<file path="src/rtl/getir_pkg.sv">
// Shared definitions for the RV32 fetch stage: bubble instruction, realignment
// buffer sizing and the compressed-instruction test also used by the expander.
package getir_pkg;

    localparam logic [31:0] VARSAYILAN_NOP  = 32'h0000_0013;
    localparam int          TAMPON_DERINLIK = 4;
    localparam int          YARIM_SAYI_W    = 3;

    typedef logic [YARIM_SAYI_W-1:0] yarim_sayi_t;

    // A halfword starts a 16-bit instruction unless its two low bits are 2'b11.
    function automatic logic sikistirilmis_mi(input logic [15:0] yarim);
        return yarim[1:0] != 2'b11;
    endfunction

endpackage

</file>
<file path="src/rtl/getir_hizalayici.sv">
// Four-halfword realignment buffer: appends fetched words (or their upper half),
// presents the oldest instruction with its PC and consumes 1 or 2 halfwords.
module getir_hizalayici
    import getir_pkg::*;
#(
    parameter logic [30:0] BASLANGIC_PS = 31'h2000_0000
) (
    input  logic        clk_i,
    input  logic        rst_i,
    input  logic        i_temizle,
    input  logic [30:0] i_temizle_ps,
    input  logic        i_ekle,
    input  logic        i_ekle_ust,
    input  logic [31:0] i_kelime,
    input  logic        i_tuket,
    output logic        o_hazir,
    output logic [31:0] o_buyruk,
    output logic [30:0] o_ps,
    output logic [30:0] o_ps_sonraki,
    output yarim_sayi_t o_sayi
);

    logic [15:0] r_yarim [TAMPON_DERINLIK];
    yarim_sayi_t r_sayi;
    logic [30:0] r_ps;

    logic        w_sikistirilmis;
    yarim_sayi_t w_tuketilen;
    yarim_sayi_t w_kalan;
    yarim_sayi_t w_eklenen;
    logic [15:0] w_yarim_sonraki [TAMPON_DERINLIK];

    assign w_sikistirilmis = sikistirilmis_mi(r_yarim[0]);
    assign o_hazir         = ((r_sayi != 3'd0) && w_sikistirilmis) || (r_sayi >= 3'd2);
    assign o_buyruk        = w_sikistirilmis ? {16'h0000, r_yarim[0]} : {r_yarim[1], r_yarim[0]};
    assign o_ps            = r_ps;
    assign o_ps_sonraki    = r_ps + (w_sikistirilmis ? 31'd1 : 31'd2);
    assign o_sayi          = r_sayi;

    assign w_tuketilen = (i_tuket && o_hazir) ? (w_sikistirilmis ? 3'd1 : 3'd2) : 3'd0;
    assign w_kalan     = r_sayi - w_tuketilen;
    assign w_eklenen   = i_ekle ? (i_ekle_ust ? 3'd1 : 3'd2) : 3'd0;

    // Shift out consumed halfwords first, then place the new ones behind the survivors.
    always_comb begin
        for (int i = 0; i < TAMPON_DERINLIK; i++) begin
            w_yarim_sonraki[i] = r_yarim[i];
        end
        case (w_tuketilen)
            3'd1: begin
                for (int i = 0; i < TAMPON_DERINLIK - 1; i++) begin
                    w_yarim_sonraki[i] = r_yarim[i+1];
                end
                w_yarim_sonraki[TAMPON_DERINLIK-1] = '0;
            end
            3'd2: begin
                for (int i = 0; i < TAMPON_DERINLIK - 2; i++) begin
                    w_yarim_sonraki[i] = r_yarim[i+2];
                end
                w_yarim_sonraki[TAMPON_DERINLIK-2] = '0;
                w_yarim_sonraki[TAMPON_DERINLIK-1] = '0;
            end
            default: ;
        endcase
        if (i_ekle) begin
            for (int i = 0; i < TAMPON_DERINLIK; i++) begin
                if (yarim_sayi_t'(i) == w_kalan) begin
                    w_yarim_sonraki[i] = i_ekle_ust ? i_kelime[31:16] : i_kelime[15:0];
                end else if (!i_ekle_ust && (yarim_sayi_t'(i) == w_kalan + 3'd1)) begin
                    w_yarim_sonraki[i] = i_kelime[31:16];
                end
            end
        end
    end

    always_ff @(posedge clk_i) begin
        if (rst_i) begin
            r_sayi <= '0;
            r_ps   <= BASLANGIC_PS;
            for (int i = 0; i < TAMPON_DERINLIK; i++) begin
                r_yarim[i] <= '0;
            end
        end else if (i_temizle) begin
            r_sayi <= '0;
            r_ps   <= i_temizle_ps;
        end else begin
            r_sayi <= w_kalan + w_eklenen;
            r_ps   <= r_ps + 31'(w_tuketilen);
            for (int i = 0; i < TAMPON_DERINLIK; i++) begin
                r_yarim[i] <= w_yarim_sonraki[i];
            end
        end
    end

endmodule

</file>
<file path="src/rtl/getir.sv">
// RV32 fetch stage: single-outstanding word requests to L1I, halfword realignment,
// and the output registers feeding decode with redirect/stall/flush handling.
module getir
    import getir_pkg::*;
#(
    parameter logic [31:0] BASLANGIC_PS = 32'h4000_0000,
    parameter logic [31:0] NOP_BUYRUK   = VARSAYILAN_NOP
) (
    input  logic        clk_i,
    input  logic        rst_i,
    output logic [29:0] l1b_adres_o,
    output logic        l1b_istek_gecerli_o,
    input  logic        l1b_istek_hazir_i,
    input  logic [31:0] l1b_buyruk_i,
    input  logic        l1b_buyruk_gecerli_i,
    input  logic        yrt_atlama_gecerli_i,
    input  logic [30:0] yrt_atlama_ps_i,
    input  logic        ddb_durdur_i,
    input  logic        ddb_bosalt_i,
    output logic [31:0] gtr_buyruk_o,
    output logic [30:0] gtr_ps_o,
    output logic [30:0] gtr_ps_artmis_o,
    output logic        ddb_getir_bos_o
);

    logic [30:0] r_ps_getir;
    logic        r_bekleyen;
    logic        r_ust_yarim;
    logic        r_dusur;
    logic [31:0] r_buyruk;
    logic [30:0] r_ps;
    logic [30:0] r_ps_artmis;
    logic        r_bos;

    logic        w_istek;
    logic        w_kabul;
    logic        w_yanit;
    logic        w_ekle;
    logic        w_ver;
    logic        w_hazir;
    logic [31:0] w_buyruk;
    logic [30:0] w_ps;
    logic [30:0] w_ps_sonraki;
    yarim_sayi_t w_sayi;

    // With at most 2 halfwords held, one outstanding word can never overflow the buffer.
    assign w_istek = !rst_i && !r_bekleyen && (w_sayi <= 3'd2);
    assign w_kabul = w_istek && l1b_istek_hazir_i;
    assign w_yanit = l1b_buyruk_gecerli_i && r_bekleyen;
    assign w_ekle  = w_yanit && !r_dusur && !yrt_atlama_gecerli_i;
    assign w_ver   = w_hazir && !yrt_atlama_gecerli_i && !ddb_bosalt_i && !ddb_durdur_i;

    assign l1b_istek_gecerli_o = w_istek;
    assign l1b_adres_o         = r_ps_getir[30:1];

    getir_hizalayici #(
        .BASLANGIC_PS (BASLANGIC_PS[31:1])
    ) u_hizalayici (
        .clk_i        (clk_i),
        .rst_i        (rst_i),
        .i_temizle    (yrt_atlama_gecerli_i),
        .i_temizle_ps (yrt_atlama_ps_i),
        .i_ekle       (w_ekle),
        .i_ekle_ust   (r_ust_yarim),
        .i_kelime     (l1b_buyruk_i),
        .i_tuket      (w_ver),
        .o_hazir      (w_hazir),
        .o_buyruk     (w_buyruk),
        .o_ps         (w_ps),
        .o_ps_sonraki (w_ps_sonraki),
        .o_sayi       (w_sayi)
    );

    always_ff @(posedge clk_i) begin
        if (rst_i) begin
            r_ps_getir  <= BASLANGIC_PS[31:1];
            r_bekleyen  <= 1'b0;
            r_ust_yarim <= 1'b0;
            r_dusur     <= 1'b0;
        end else begin
            if (yrt_atlama_gecerli_i) begin
                r_ps_getir <= yrt_atlama_ps_i;
            end else if (w_kabul) begin
                r_ps_getir <= {r_ps_getir[30:1] + 30'd1, 1'b0};
            end

            if (w_kabul) begin
                r_bekleyen  <= 1'b1;
                r_ust_yarim <= r_ps_getir[0];
            end else if (w_yanit) begin
                r_bekleyen <= 1'b0;
            end

            // A response landing in the redirect cycle is already discarded, so it needs no drop.
            if (yrt_atlama_gecerli_i) begin
                r_dusur <= (r_bekleyen && !w_yanit) || w_kabul;
            end else if (w_yanit) begin
                r_dusur <= 1'b0;
            end
        end
    end

    always_ff @(posedge clk_i) begin
        if (rst_i) begin
            r_buyruk    <= NOP_BUYRUK;
            r_ps        <= '0;
            r_ps_artmis <= '0;
            r_bos       <= 1'b1;
        end else if (yrt_atlama_gecerli_i || ddb_bosalt_i) begin
            r_buyruk <= NOP_BUYRUK;
            r_bos    <= 1'b1;
        end else if (ddb_durdur_i) begin
            r_buyruk <= r_buyruk;
        end else if (w_hazir) begin
            r_buyruk    <= w_buyruk;
            r_ps        <= w_ps;
            r_ps_artmis <= w_ps_sonraki;
            r_bos       <= 1'b0;
        end else begin
            r_buyruk <= NOP_BUYRUK;
            r_bos    <= 1'b1;
        end
    end

    assign gtr_buyruk_o    = r_buyruk;
    assign gtr_ps_o        = r_ps;
    assign gtr_ps_artmis_o = r_ps_artmis;
    assign ddb_getir_bos_o = r_bos;

endmodule

</file>
<file path="config.mk">
export PLATFORM = sky130hd
export DESIGN_NAME = getir
export DESIGN_NICKNAME = d
export VERILOG_FILES = /design/src/rtl/getir_pkg.sv /design/src/rtl/getir_hizalayici.sv /design/src/rtl/getir.sv
export SDC_FILE = /design/constraint.sdc
export NUM_CORES = 1
export LEC_CHECK = 0
export BUFFER_PORTS_ARGS = -buffer_cell sky130_fd_sc_hd__buf_2
export CAP_MARGIN = 20
export CORE_ASPECT_RATIO = 1.2
export CORE_UTILIZATION = 56
export DETAILED_ROUTE_END_ITERATION = 10
export PLACE_DENSITY_LB_ADDON = 0.25
export SETUP_SLACK_MARGIN = 0.4
export SLEW_MARGIN = 20
export SYNTH_ARGS = -nofsm -noshare
export SYNTH_HDL_FRONTEND = slang
export SYNTH_HIERARCHICAL = 1
export SYNTH_SLANG_ARGS = --single-unit
export TNS_END_PERCENT = 10
</file>
<file path="constraint.sdc">
create_clock -name clk_i -period 12.45 [get_ports clk_i]
set_clock_uncertainty 0.15 [all_clocks]
set_input_delay 3.1125 -clock clk_i [delete_from_list [all_inputs] [get_ports clk_i]]
set_output_delay 3.1125 -clock clk_i [all_outputs]
set_load 0.01 [all_outputs]
</file>
# ---- After elaboration in Yosys (flattened, before gate mapping)
# Memories as Yosys holds them, arrays and structs flattened.
# Cells that the tools add are included.
dict set report word_totals {
  regBits 163
  latch_bits 0
  ramBits 64
  rom_bits 0
  in_bits 70
  output_inout_bits 126
  word_cells 104
  memories 1
}
dict set report op_classes {
  add_sub_neg 6
  n_mul 0
  n_div 0
  magnitude_cmp 2
  eq_ne 9
  shift 0
  mux 34
  bitwise_logic 6
  n_reduce_logical 36
}
# name words word_bits rd rd_ports_with_merged_regs wr line
set mem_list {}
lappend mem_list {u_hizalayici.r_yarim 4 16 4 0 4 getir_hizalayici.sv:23} ;# logic [15:0] r_yarim [TAMPON_DERINLIK];
# operator n
set ops {}
lappend ops {{two-way mux 16 bit} 13}
lappend ops {{case mux 64 bit (2 select lines)} 1}
lappend ops {{two-way mux 31 bit} 3}
lappend ops {{two-way mux 32 bit} 2}
lappend ops {{two-way mux 64 bit} 1}
lappend ops {{adder 31 x 3 -> 31 bit} 1}
lappend ops {{adder 31 bit} 1}
lappend ops {{adder 30 x 1 -> 30 bit (second input constant)} 1}
lappend ops {{logical AND 1 bit} 16}
lappend ops {{equality test 2 x 3 -> 1 bit (first input constant)} 4}
lappend ops {{two-way mux 1 bit} 9}
lappend ops {{zero test 1 bit} 8}
lappend ops {{equality test 1 x 3 -> 1 bit (first input constant)} 2}
lappend ops {{zero test 3 bit} 2}
lappend ops {{two-way mux 2 bit} 3}
lappend ops {{two-way mux 3 bit} 2}
lappend ops {{nonzero test 2 bit} 3}
lappend ops {{bitwise OR 1 bit} 4}
lappend ops {{OR reduction 2 bit} 2}
lappend ops {{adder 3 x 1 -> 3 bit (second input constant)} 1}
lappend ops {{adder 3 bit} 1}
lappend ops {{equality test 3 x 1 -> 1 bit (second input constant)} 1}
lappend ops {{equality test 3 x 2 -> 1 bit (second input constant)} 1}
lappend ops {{greater-or-equal comparator 3 x 2 -> 1 bit (second input constant)} 1}
lappend ops {{other kinds (7)} 10}

# ---- Depth between registers and ports, before layout
# Gate-level depths: netlist of run 1.
# An unclocked memory read counts as a cell.
dict set report depth {
  ltp_word 17
  ltp_mapped 22
  ltp_nobuf 17
}

# ---- Modules after synthesis
# Netlist of run 1, hierarchy kept.
# mod instances cells_per_inst area_per_inst_um2 seq_area_each_um2
set by_module_without_submodules {}
lappend by_module_without_submodules {getir_hizalayici 1 754 6876.6 2602.5}
lappend by_module_without_submodules {getir 1 644 5335.1 2582.5}

# ---- Worst setup path after synthesis of run 1
# No wires, ideal clock.
dict set report synth_path {
  kind {input to register}
  start {input port ddb_durdur_i}
  end {memory u_hizalayici.r_yarim[2][10] (data pin)}
  arrival_time_ns 7.438
  setup_slack_ns 4.710
  path_stages 20
  n_path_buf 6
  cell_sequence {inv_1 nand2_1 or3_1 clkbuf_1 inv_2 clkbuf_1 o31a_1 buf_2 clkbuf_1 nand2_1 fa_1 inv_1 nor2_1 ha_1 nor4b_1 a21oi_1 or3_1 clkbuf_1 buf_2 a31oi_1}
}
# element line
set synth_lines {}
lappend synth_lines {{start: declaration} getir.sv:18} ;# input logic ddb_durdur_i,
lappend synth_lines {{end: declaration} getir_hizalayici.sv:23}

==> results of run 1 <==
## stage by stage
stage               area [um2]  worst slack, ns
floorplan                12200             4.71
global placement         13000             2.72
detailed placement       13000             2.57
CTS                      13700             3.11
global route             13800             3.14
finish                   13800             3.51
## cell type report
type / instances / share of cell area (%)
Timing Repair Buffer: 213 / 8.10
Sequential cell: 227 / 37.7
Multi-Input combinational cell: 996 / 45.5
Inverter: 33 / 0.900
Antenna cell: 2 / 0.0364
Tap cell: 270 / 2.45
Clock buffer: 38 / 5.12
Clock inverter: 5 / 0.218
## state kept, by name (all words and copies together), names as in the netlist
signal	count
gtr_ps_o	31
u_hizalayici/r_yarim	64
gtr_buyruk_o	32
u_hizalayici/o_ps	31
gtr_ps_artmis_o	31
r_ps_getir	31
u_hizalayici/o_sayi	3
r_bekleyen	1
r_dusur	1
r_ust_yarim	1
ddb_getir_bos_o	1
## critical path, cell delays in order
cell and delay [ns]:
buf_2 0.29, inv_1 0.26, nand2_1 0.14, or3_2 0.42, buf_4 0.31, inv_2 0.82, o31a_4 0.69, nand2_1 0.26
fa_1 0.77, inv_1 0.19, nor2_1 0.14, ha_1 0.27, nor4b_1 0.17, a32oi_1 0.85, o22ai_1 0.16, a31oi_1 0.19
## cell usage after synthesis, drive strengths merged (19+ instances only)
cell type | number | share of area (%)
nand2 | 185 | 5.7
inv | 32 | 0.98
and3 | 21 | 1.1
o22ai | 23 | 1.2
dfxtp | 163 | 27
a21oi | 87 | 3.6
nor4 | 21 | 1.5
clkbuf | 83 | 2.6
and2 | 46 | 2.4
a22oi | 61 | 3.8
o31ai | 19 | 1.2
a211oi | 55 | 3.4
nand3 | 32 | 1.3
nand4 | 40 | 2.3
xnor2 | 57 | 4.1
edfxtp | 64 | 16
buf | 59 | 3.0
nor2 | 121 | 3.7
nor3 | 23 | 1.0
## layer usage
layer	track usage, %	vias to the layer above
met1	37.7	5400
met2	54.4	514
met5	0	-
met4	15.5	0
li1	-	5308
met3	5.56	108
## report_power, final
part | leakage, uW | internal (uW) | switching [uW]
registers | 0.00204 | 788 | 40.8
logic | 0.00261 | 53.0 | 79.6
clock network | 0.000362 | 388 | 293
## worst min-delay path by stage
stage / start / cells past startpoint / endpoint
floorplan: u_hizalayici/o_ps[11] / 2 / gtr_ps_o[11]
global placement: gtr_ps_o[6] / 2 / gtr_ps_o[6]
detailed placement: gtr_ps_artmis_o[19] / 2 / gtr_ps_artmis_o[19]
CTS: gtr_ps_artmis_o[19] / 2 / gtr_ps_artmis_o[19]
global route: gtr_ps_artmis_o[21] / 2 / gtr_ps_artmis_o[21]
finish: gtr_ps_artmis_o[19] / 2 / gtr_ps_artmis_o[19]
## kinds of logic after synthesis
group | after synthesis | share of synthesized area [%]
compound gates | 368 | 21.3
buf+inv | 175 | 6.61
fa+ha+maj | 12 | 1.48
mux | 16 | 1.32
simple gates | 536 | 22.2
xor+xnor | 64 | 4.65
flops | 227 | 42.5
==> impl_metrics.ini, run 1 <==
[run_status]
status = finished clean

[final_layout]
layout_common_cells = buf_2, nand2_1, dfxtp_1
area_growth_syn_to_layout_pct = 12.7
nets = 1577
layout_commonest_cell = buf_2
utilization_pct = 65.0
fillerInstances = 1825
final_cells = 1784
drive_above_1_share_pct = 18.7
multiInputGateArea_um2 = 6260
regArea_um2 = 5180

[drt]
wirelength_um = 35700
vias_per_cell = 6.35
drt_pass1_iterations = 7
dr_wl_met2_um = 17800
routedWlPerCell_um = 20.0
vias = 11330
met1_length_um = 13800
highest_layer = met4
wl_met3_um = 2610
drtAntennaViolNets = 0
drc = 0
drt-initial-drc-count = 986

[yosys]
synth_cells = 1398
synth_flop_cell = dfxtp_1
synth.yosys.seq_area_share_pct = 42.5
ys_types = 77
syn_area_per_cell_um2 = 8.74
ys.warnings.count = 6
async_reset_ff_share_pct = 0
netlist_area_um2 = 12200
synth-seq-cells = 227
synth_edf_count = 64
synth_fp_nets = 1480

[timing]
whs_ns = 0.301
clock.fmax_ghz = 0.112
rsz0062_at_grt = no
fin_tns_setup_ns = 0
tightestPinTransition_ns = 1.11
fin_crit_sh_pct = 71.8
setup_viol = 0
hold_viol = 0
min_period_ns = 8.94
slew_viol_final = 0
slew_headroom_pct = 26.2

[critical_path]
rr_startpoint = u_hizalayici/r_yarim[0][1]
crit_path_max_fanout = 66
ff2ff_setup_slack_ns = 5.07
critPathLaunch = ddb_durdur_i
r2r_cells = 16
crit_path_start_kind = primary input
endpoint_kind = flop
crit_type = in2reg
arrival_ns = 9.15
crit_end = u_hizalayici/r_yarim[2][12]
timing.rr.end = u_hizalayici/r_yarim[2][12]
critPathRequiredTime_ns = 12.66

[job]
maxCapViolCount = 0

[floorplan]
die_area_um2 = 22400
ios = 196
dieHeight_um = 164
coreArea_um2 = 21200
initial_core_util_pct = 57.6
rows = 58
fp.dieW_um = 137

[power_and_ir_drop]
vdd_drop_max_v = 0.000112
totalPowerFinal_uw = 1640
power_density_nw_per_um2 = 119
leakagePower_uw = 0.00501

[grt]
grt_max_degree = 79
grt-ovfl-total = 0
first_global_vias = 10783
grt_use_total_pct = 31.6
antenna_found_initial = 2
grt_first_pass_wirelength_um = 56000

[clock_network]
cts_buffer_depth = 3
clkSinkCount = 227
cts_hold_buf = 0
post-cts-setup-buffers = 0
cts_resized = 0
clkLatencyLatePin_ns = 0.53
cts_buffers = 24
cts_root_buf = clkbuf_16
path_clk_slew_ns = 0.06
cts_tree = yes
htree_levels = 1

[placement]
portBuffers = 195
dp.cells = 1738
dp_hpwl_um = 24300
place_congestion = 0.898

[worst_hold_path]
hold_class = reg2reg
No activity file was read; power rests on OpenSTA's default activity.
==> run 2: changes to the inputs <==
--- a/config.mk
+++ b/config.mk
@@ -8,7 +8,7 @@
 export BUFFER_PORTS_ARGS = -buffer_cell sky130_fd_sc_hd__buf_2
 export CAP_MARGIN = 20
 export CORE_ASPECT_RATIO = 1.2
-export CORE_UTILIZATION = 56
+export CORE_UTILIZATION = 52
 export DETAILED_ROUTE_END_ITERATION = 10
 export PLACE_DENSITY_LB_ADDON = 0.25
 export SETUP_SLACK_MARGIN = 0.4
==> constraint.sdc (replaced) <==
create_clock -name clk_i -period 7.52 [get_ports clk_i]
set_clock_uncertainty 0.15 [all_clocks]
set_input_delay 1.88 -clock clk_i [delete_from_list [all_inputs] [get_ports clk_i]]
set_output_delay 1.88 -clock clk_i [all_outputs]
set_load 0.01 [all_outputs]
==> run 2 against run 1 <==
Total power is 74% higher. Sequential share of layout area is 0.53 points lower. Core utilization is 4.6 points lower. Via count fell by 0.27%. Cell area is 1.4% higher. Cell count grew 2.7%. Hold slack worse by 0.0016 ns. Sequential power increased by 65%. Largest power group unchanged. Highest routed layer unchanged.
==> impl_metrics.ini, run 2 (synthesis gave the netlist of run 1 again) <==
[final_layout]
utilization_pct = 60.4
largest-register = u_hizalayici/r_yarim
area_growth_syn_to_layout_pct = 14.3
stdcell_area_um2 = 14000
layout_commonest_cell = buf_2
nets = 1581
drive_above_1_share_pct = 19.4
largest_reg_flops = 64
antennaDiodeCount = 0
layout_common_cells = buf_2, nand2_1, dfxtp_1

[grt]
grt_use_total_pct = 29.4
first_global_vias = 10559
antenna_found_initial = 1
grt-ovfl-total = 0
grt_first_pass_wirelength_um = 56400
grt_max_degree = 69

[floorplan]
coreArea_um2 = 23100
dieHeight_um = 170
rows = 61
initial_core_util_pct = 52.8
ios = 196
fp.dieW_um = 142
die_area_um2 = 24100

[job]
maxCapViolCount = 0

[timing]
tightestPinTransition_ns = 1.02
finalWorstSetupSlack_ns = 1.37
setup_viol = 0
slew_viol_final = 0
clock.fmax_ghz = 0.163
min_period_ns = 6.15
fin_tns_setup_ns = 0
rsz0062_at_grt = no
fin_crit_sh_pct = 81.8
slew_headroom_pct = 31.8
hold_viol = 0

[critical_path]
endpoint_kind = flop
crit_path_max_fanout = 31
r2r_cells = 17
critical_path_depth = 17
arrival_ns = 6.23
ff2ff_setup_slack_ns = 1.69
crit_end = u_hizalayici/r_yarim[2][3]
timing.rr.end = u_hizalayici/r_yarim[2][3]
crit_top_cell = inv_1
path_buf_inv = 5
crit_type = in2reg
crit_path_start_kind = primary input
rr_startpoint = u_hizalayici/r_yarim[0][1]
slowest_stage = o21ai_0
critPathLaunch = ddb_durdur_i
critical-path-top-delay-family = simple AND/OR/NAND/NOR gates
critPathRequiredTime_ns = 7.61
max_stage_delay_ns = 0.68
worstPathCellList = buf_2 -> inv_1 -> nand2_1 -> or3_2 -> inv_2 -> o31ai_4 -> nor2_1 -> ha_1 -> inv_1 -> fa_1 -> inv_1 -> nor2_1 -> ha_1 -> nor4b_1 -> a21oi_1 -> o21ai_0 -> o22ai_1

[clock_network]
clkLatencyLatePin_ns = 0.54
cts_hold_buf = 0
cts_root_buf = clkbuf_16
cts_buffers = 24
htree_levels = 1
cts_buffer_depth = 3
cts_resized = 0
post-cts-setup-buffers = 0
clkSinkCount = 227
cts_tree = yes
path_clk_slew_ns = 0.06

[power_and_ir_drop]
swShare_pct = 24.6
internal_power_uw = 2160
vdd_drop_max_v = 0.000194
power_density_nw_per_um2 = 205
switching_power_uw = 703
pwr-share-comb_pct = 7.7
power_frac_seq_pct = 48.0
power_frac_clock_pct = 44.3
leakagePower_uw = 0.00509

[placement]
dpl-instance-area_um2 = 13100
dp_hpwl_um = 24400
portBuffers = 195
place_congestion = 0.853
dpl_worst_slack_ns = 0.903

[drt]
wirelength_um = 36000
drt_pass1_iterations = 6
routedWlPerCell_um = 19.7
drc = 0
drt-initial-drc-count = 1031
vias_per_cell = 6.17
drtAntennaViolNets = 0
vias = 11299

[worst_hold_path]
holdCritStartpoint = r_ps_getir[0]
hold_class = reg2reg

[run_status]
status = finished clean
==> run 2: cell type report <==
class                   instances  area [um2]
flip-flops and latches        227        5180
clock inverters                 5        62.6
well taps                     315         394
repair buffers                217        1140
clock buffers                  39         801
fillers                      2052        9170
inverters                      33         124
multi-input cells             996        6250
==> run 2: stage by stage <==
step	std cells	hold slack [ns]	power, uW
after floorplan	1398	0.279	1530
after global placement	1788	0.290	1610
after detailed placement	1788	0.291	1610
after CTS	1832	0.302	2870
after global routing	1832	0.319	2950
final	1832	0.300	2860
==> run 2: worst reg2reg max path, stage by stage, from the launching register on <==
cell	delay [ns]
edfxtp_1	0.69
a21boi_0	0.59
or3_1	0.27
nand2_1	0.17
or3_2	0.47
inv_2	0.12
o31ai_4	0.08
nor2_1	0.18
ha_1	0.21
inv_1	0.06
fa_1	0.57
inv_1	0.21
nor2_1	0.07
ha_1	0.33
nor4b_1	0.38
a21oi_1	0.10
o21ai_0	0.68
o22ai_1	0.21
==> run 2: per-layer routing <==
layer	global-route usage [%]	wire, um	vias up
li1	-	-	5314
met1	35.0	13900	5425
met2	51.9	18200	471
met3	5.12	2440	89
met4	12.4	1390	0
met5	0	0	-
==> run 2: worst min path at each step <==
stage                     endpoint  cells past startpoint
3_3_place_gp          gtr_ps_o[10]                      2
3_5_place_dp           r_ust_yarim                      2
6_report               r_ust_yarim                      2
4_1_cts                r_ust_yarim                      2
2_1_floorplan         gtr_ps_o[11]                      2
5_1_grt        gtr_ps_artmis_o[10]                      2
==> run 2: power groups by stage <==
stage	logic [uW]	registers, uW	clock network, uW
2_1_floorplan	166	1360	0
3_3_place_gp	214	1390	0
4_1_cts	218	1370	1290
5_1_grt	238	1380	1340
6_report	219	1370	1270
3_5_place_dp	217	1400	0
==> run 3: changes to the inputs <==
--- a/config.mk
+++ b/config.mk
@@ -5,10 +5,11 @@
 export SDC_FILE = /design/constraint.sdc
 export NUM_CORES = 1
 export LEC_CHECK = 0
+export ABC_AREA = 1
 export BUFFER_PORTS_ARGS = -buffer_cell sky130_fd_sc_hd__buf_2
 export CAP_MARGIN = 20
 export CORE_ASPECT_RATIO = 1.2
-export CORE_UTILIZATION = 52
+export CORE_UTILIZATION = 53
 export DETAILED_ROUTE_END_ITERATION = 10
 export PLACE_DENSITY_LB_ADDON = 0.25
 export SETUP_SLACK_MARGIN = 0.4
==> constraint.sdc (replaced) <==
create_clock -name clk_i -period 5.4 [get_ports clk_i]
set_clock_uncertainty 0.15 [all_clocks]
set_input_delay 1.35 -clock clk_i [delete_from_list [all_inputs] [get_ports clk_i]]
set_output_delay 1.35 -clock clk_i [all_outputs]
set_load 0.01 [all_outputs]
==> run 3 against run 2 <==
Via count grew 23%. Cell count increased by 35%. Sequential share of layout area is 2.9 points lower. Sequential power grew 39%. Critical endpoint unchanged. Largest cell class unchanged.
==> impl_metrics.ini, run 3 <==
[critical_path]
worstPathCellList = buf_2 -> inv_1 -> nand2_2 -> nor2_4 -> nand2_4 -> buf_4 -> nor2_1 -> inv_1 -> fa_1 -> inv_1 -> nor2_1 -> ha_2 -> nand2_2 -> inv_2 -> nand2_1 -> nand2_1 -> nand2_1 -> buf_4 -> nand2_1 -> a21oi_1 -> nor2_1
critical-path-top-delay-family = simple AND/OR/NAND/NOR gates
endpoint_kind = flop
rr_startpoint = u_hizalayici/r_yarim[0][1]
arrival_ns = 4.75
crit_path_max_fanout = 48
timing.rr.end = u_hizalayici/r_yarim[2][3]
crit_top_cell = nand2_1
r2r_cells = 22
critPathRequiredTime_ns = 5.52
path_buf_inv = 7
ff2ff_setup_slack_ns = 0.86
crit_path_start_kind = primary input
slowest_stage = fa_1
max_stage_delay_ns = 0.58
crit_type = in2reg

[drt]
drc = 0
routedWlPerCell_um = 18.1
vias_per_cell = 5.63
vias = 13919
drtAntennaViolNets = 0
wirelength_um = 44800
drt_pass1_iterations = 6
drt-initial-drc-count = 1101

[final_layout]
drive_above_1_share_pct = 15.0
area_growth_syn_to_layout_pct = 11.2
layout_commonest_cell = nand2_1
largest-register = u_hizalayici/r_yarim
utilization_pct = 60.6
layout_common_cells = nand2_1, nor2_1, buf_2
largest_reg_flops = 64
nets = 2211
stdcell_area_um2 = 15100

[yosys]
synth_fp_nets = 2112
synth_edf_count = 64
yosysTopAreaCell = dfxtp_1
synth-xor-area-share_pct = 2.70
synthAdderAreaFrac_pct = 1.32
synth.yosys.seq_area_share_pct = 38.1
synth.area.mux_share_pct = 0
ys_types = 45
synth_cells = 2030
synth_compound_area_share_pct = 13.0
async_reset_ff_share_pct = 0
syn_area_per_cell_um2 = 6.71
netlist_area_um2 = 13600
synth.area.top_cells = dfxtp_1, nand2_1, edfxtp_1
yosysMostFrequentCell = nand2_1
ys.warnings.count = 6
synth_top_family_by_area = simple AND/OR/NAND/NOR gates
synth.top_cells.by_count = nand2_1, nor2_1, o21ai_0, dfxtp_1, inv_1
synth_flop_cell = dfxtp_1
synthSimpleGateAreaFrac_pct = 34.2
synth-seq-cells = 227
synth_top_area_share_pct = 24.0

[worst_hold_path]
hold_class = reg2reg
holdCritStartpoint = gtr_buyruk_o[23]
hold_end = gtr_buyruk_o[23]
holdPathStages = 2

[power_and_ir_drop]
power_density_nw_per_um2 = 259
leakagePower_uw = 0.00669
vdd_drop_max_v = 0.000244

[timing]
fin_tns_setup_ns = 0
clock.fmax_ghz = 0.216
fin_crit_sh_pct = 85.8
setup_viol = 0
slew_viol_final = 0
rsz0062_at_grt = no
whs_ns = 0.311
hold_viol = 0
tightestPinTransition_ns = 1.01
slew_headroom_pct = 32.6
min_period_ns = 4.64

[clock_network]
clkSinkCount = 227
clkLatencyLatePin_ns = 0.54
htree_levels = 1
cts_hold_buf = 0
cts_buffers = 24
path_clk_slew_ns = 0.06
cts_resized = 0
cts_root_buf = clkbuf_16
post-cts-setup-buffers = 0
cts_tree = yes
cts_buffer_depth = 3

[floorplan]
die_area_um2 = 26300
coreArea_um2 = 25000
rows = 63
fp.dieW_um = 148
ios = 196
dieHeight_um = 178
initial_core_util_pct = 54.5

[job]
maxCapViolCount = 0

[grt]
first_global_vias = 13260
antenna_found_initial = 3
grt_use_total_pct = 33.4
grt_first_pass_wirelength_um = 69000
grt-ovfl-total = 0
grt_max_degree = 68

[placement]
dpl-instance-area_um2 = 14300
dp_hpwl_um = 31700
place_congestion = 0.989
portBuffers = 195

[run_status]
status = finished clean
## run 3: worst max-delay path by stage
stage,to,slack [ns],depth (start not counted),start
final,u_hizalayici/r_yarim[2][3],0.76,21,ddb_durdur_i
after CTS,u_hizalayici/r_yarim[3][1],0.71,21,ddb_durdur_i
after detailed placement,u_hizalayici/r_yarim[3][1],0.21,19,ddb_durdur_i
after global placement,u_hizalayici/r_yarim[3][1],0.29,21,ddb_durdur_i
after floorplan,u_hizalayici/r_yarim[3][14],0.75,20,ddb_durdur_i
after global routing,u_hizalayici/r_yarim[3][13],0.47,23,ddb_durdur_i
## run 3: per-layer routing
metal  up-vias  part of all wire (%)  global-route usage, %  wire [um]
met4         6                   6.5                   20.6       2890
li1       6751                     -                      -          -
met3       176                   6.1                   4.47       2730
met5         -                 0.074                      0         33
met1      6388                    37                   36.4      16300
met2       598                    51                   61.2      22700
## run 3: layout make-up
class	instances	area, um2
sequential	227	5180
fill	2414	9840
multi-input combinational	1487	6990
tap	325	407
clock inverter	8	83.8
antenna	2	5.00
timing repair inverter	1	5.00
clock buffer	36	708
timing repair buffer	211	1100
inverter	177	671
## run 3: cells by family after synthesis
kind of cell    Yosys count
buf+inv                 316
simple gates           1092
flops                   227
xor+xnor                 42
fa+ha+maj                12
compound gates          341
## run 3: per-stage QoR
stage / worst slack, ns / total power [uW] / cells
after CTS: 0.714 / 3940 / 2471
after global placement: 0.288 / 2270 / 2427
after detailed placement: 0.212 / 2280 / 2427
after global routing: 0.474 / 4050 / 2472
after floorplan: 0.750 / 2140 / 2030
final: 0.765 / 3920 / 2474
## run 3: tightest hold or removal path, stage by stage, from the launching register on
cell and delay, ns:
dfxtp_1 0.31, nand2_1 0.06, a21oi_1 0.05
## run 3: report_power, final
group	switching, uW	total, uW	internal (uW)	leakage (uW)
registers	89.0	1900	1810	0.00204
clock network	712	1670	961	0.000393
logic	235	347	112	0.00426
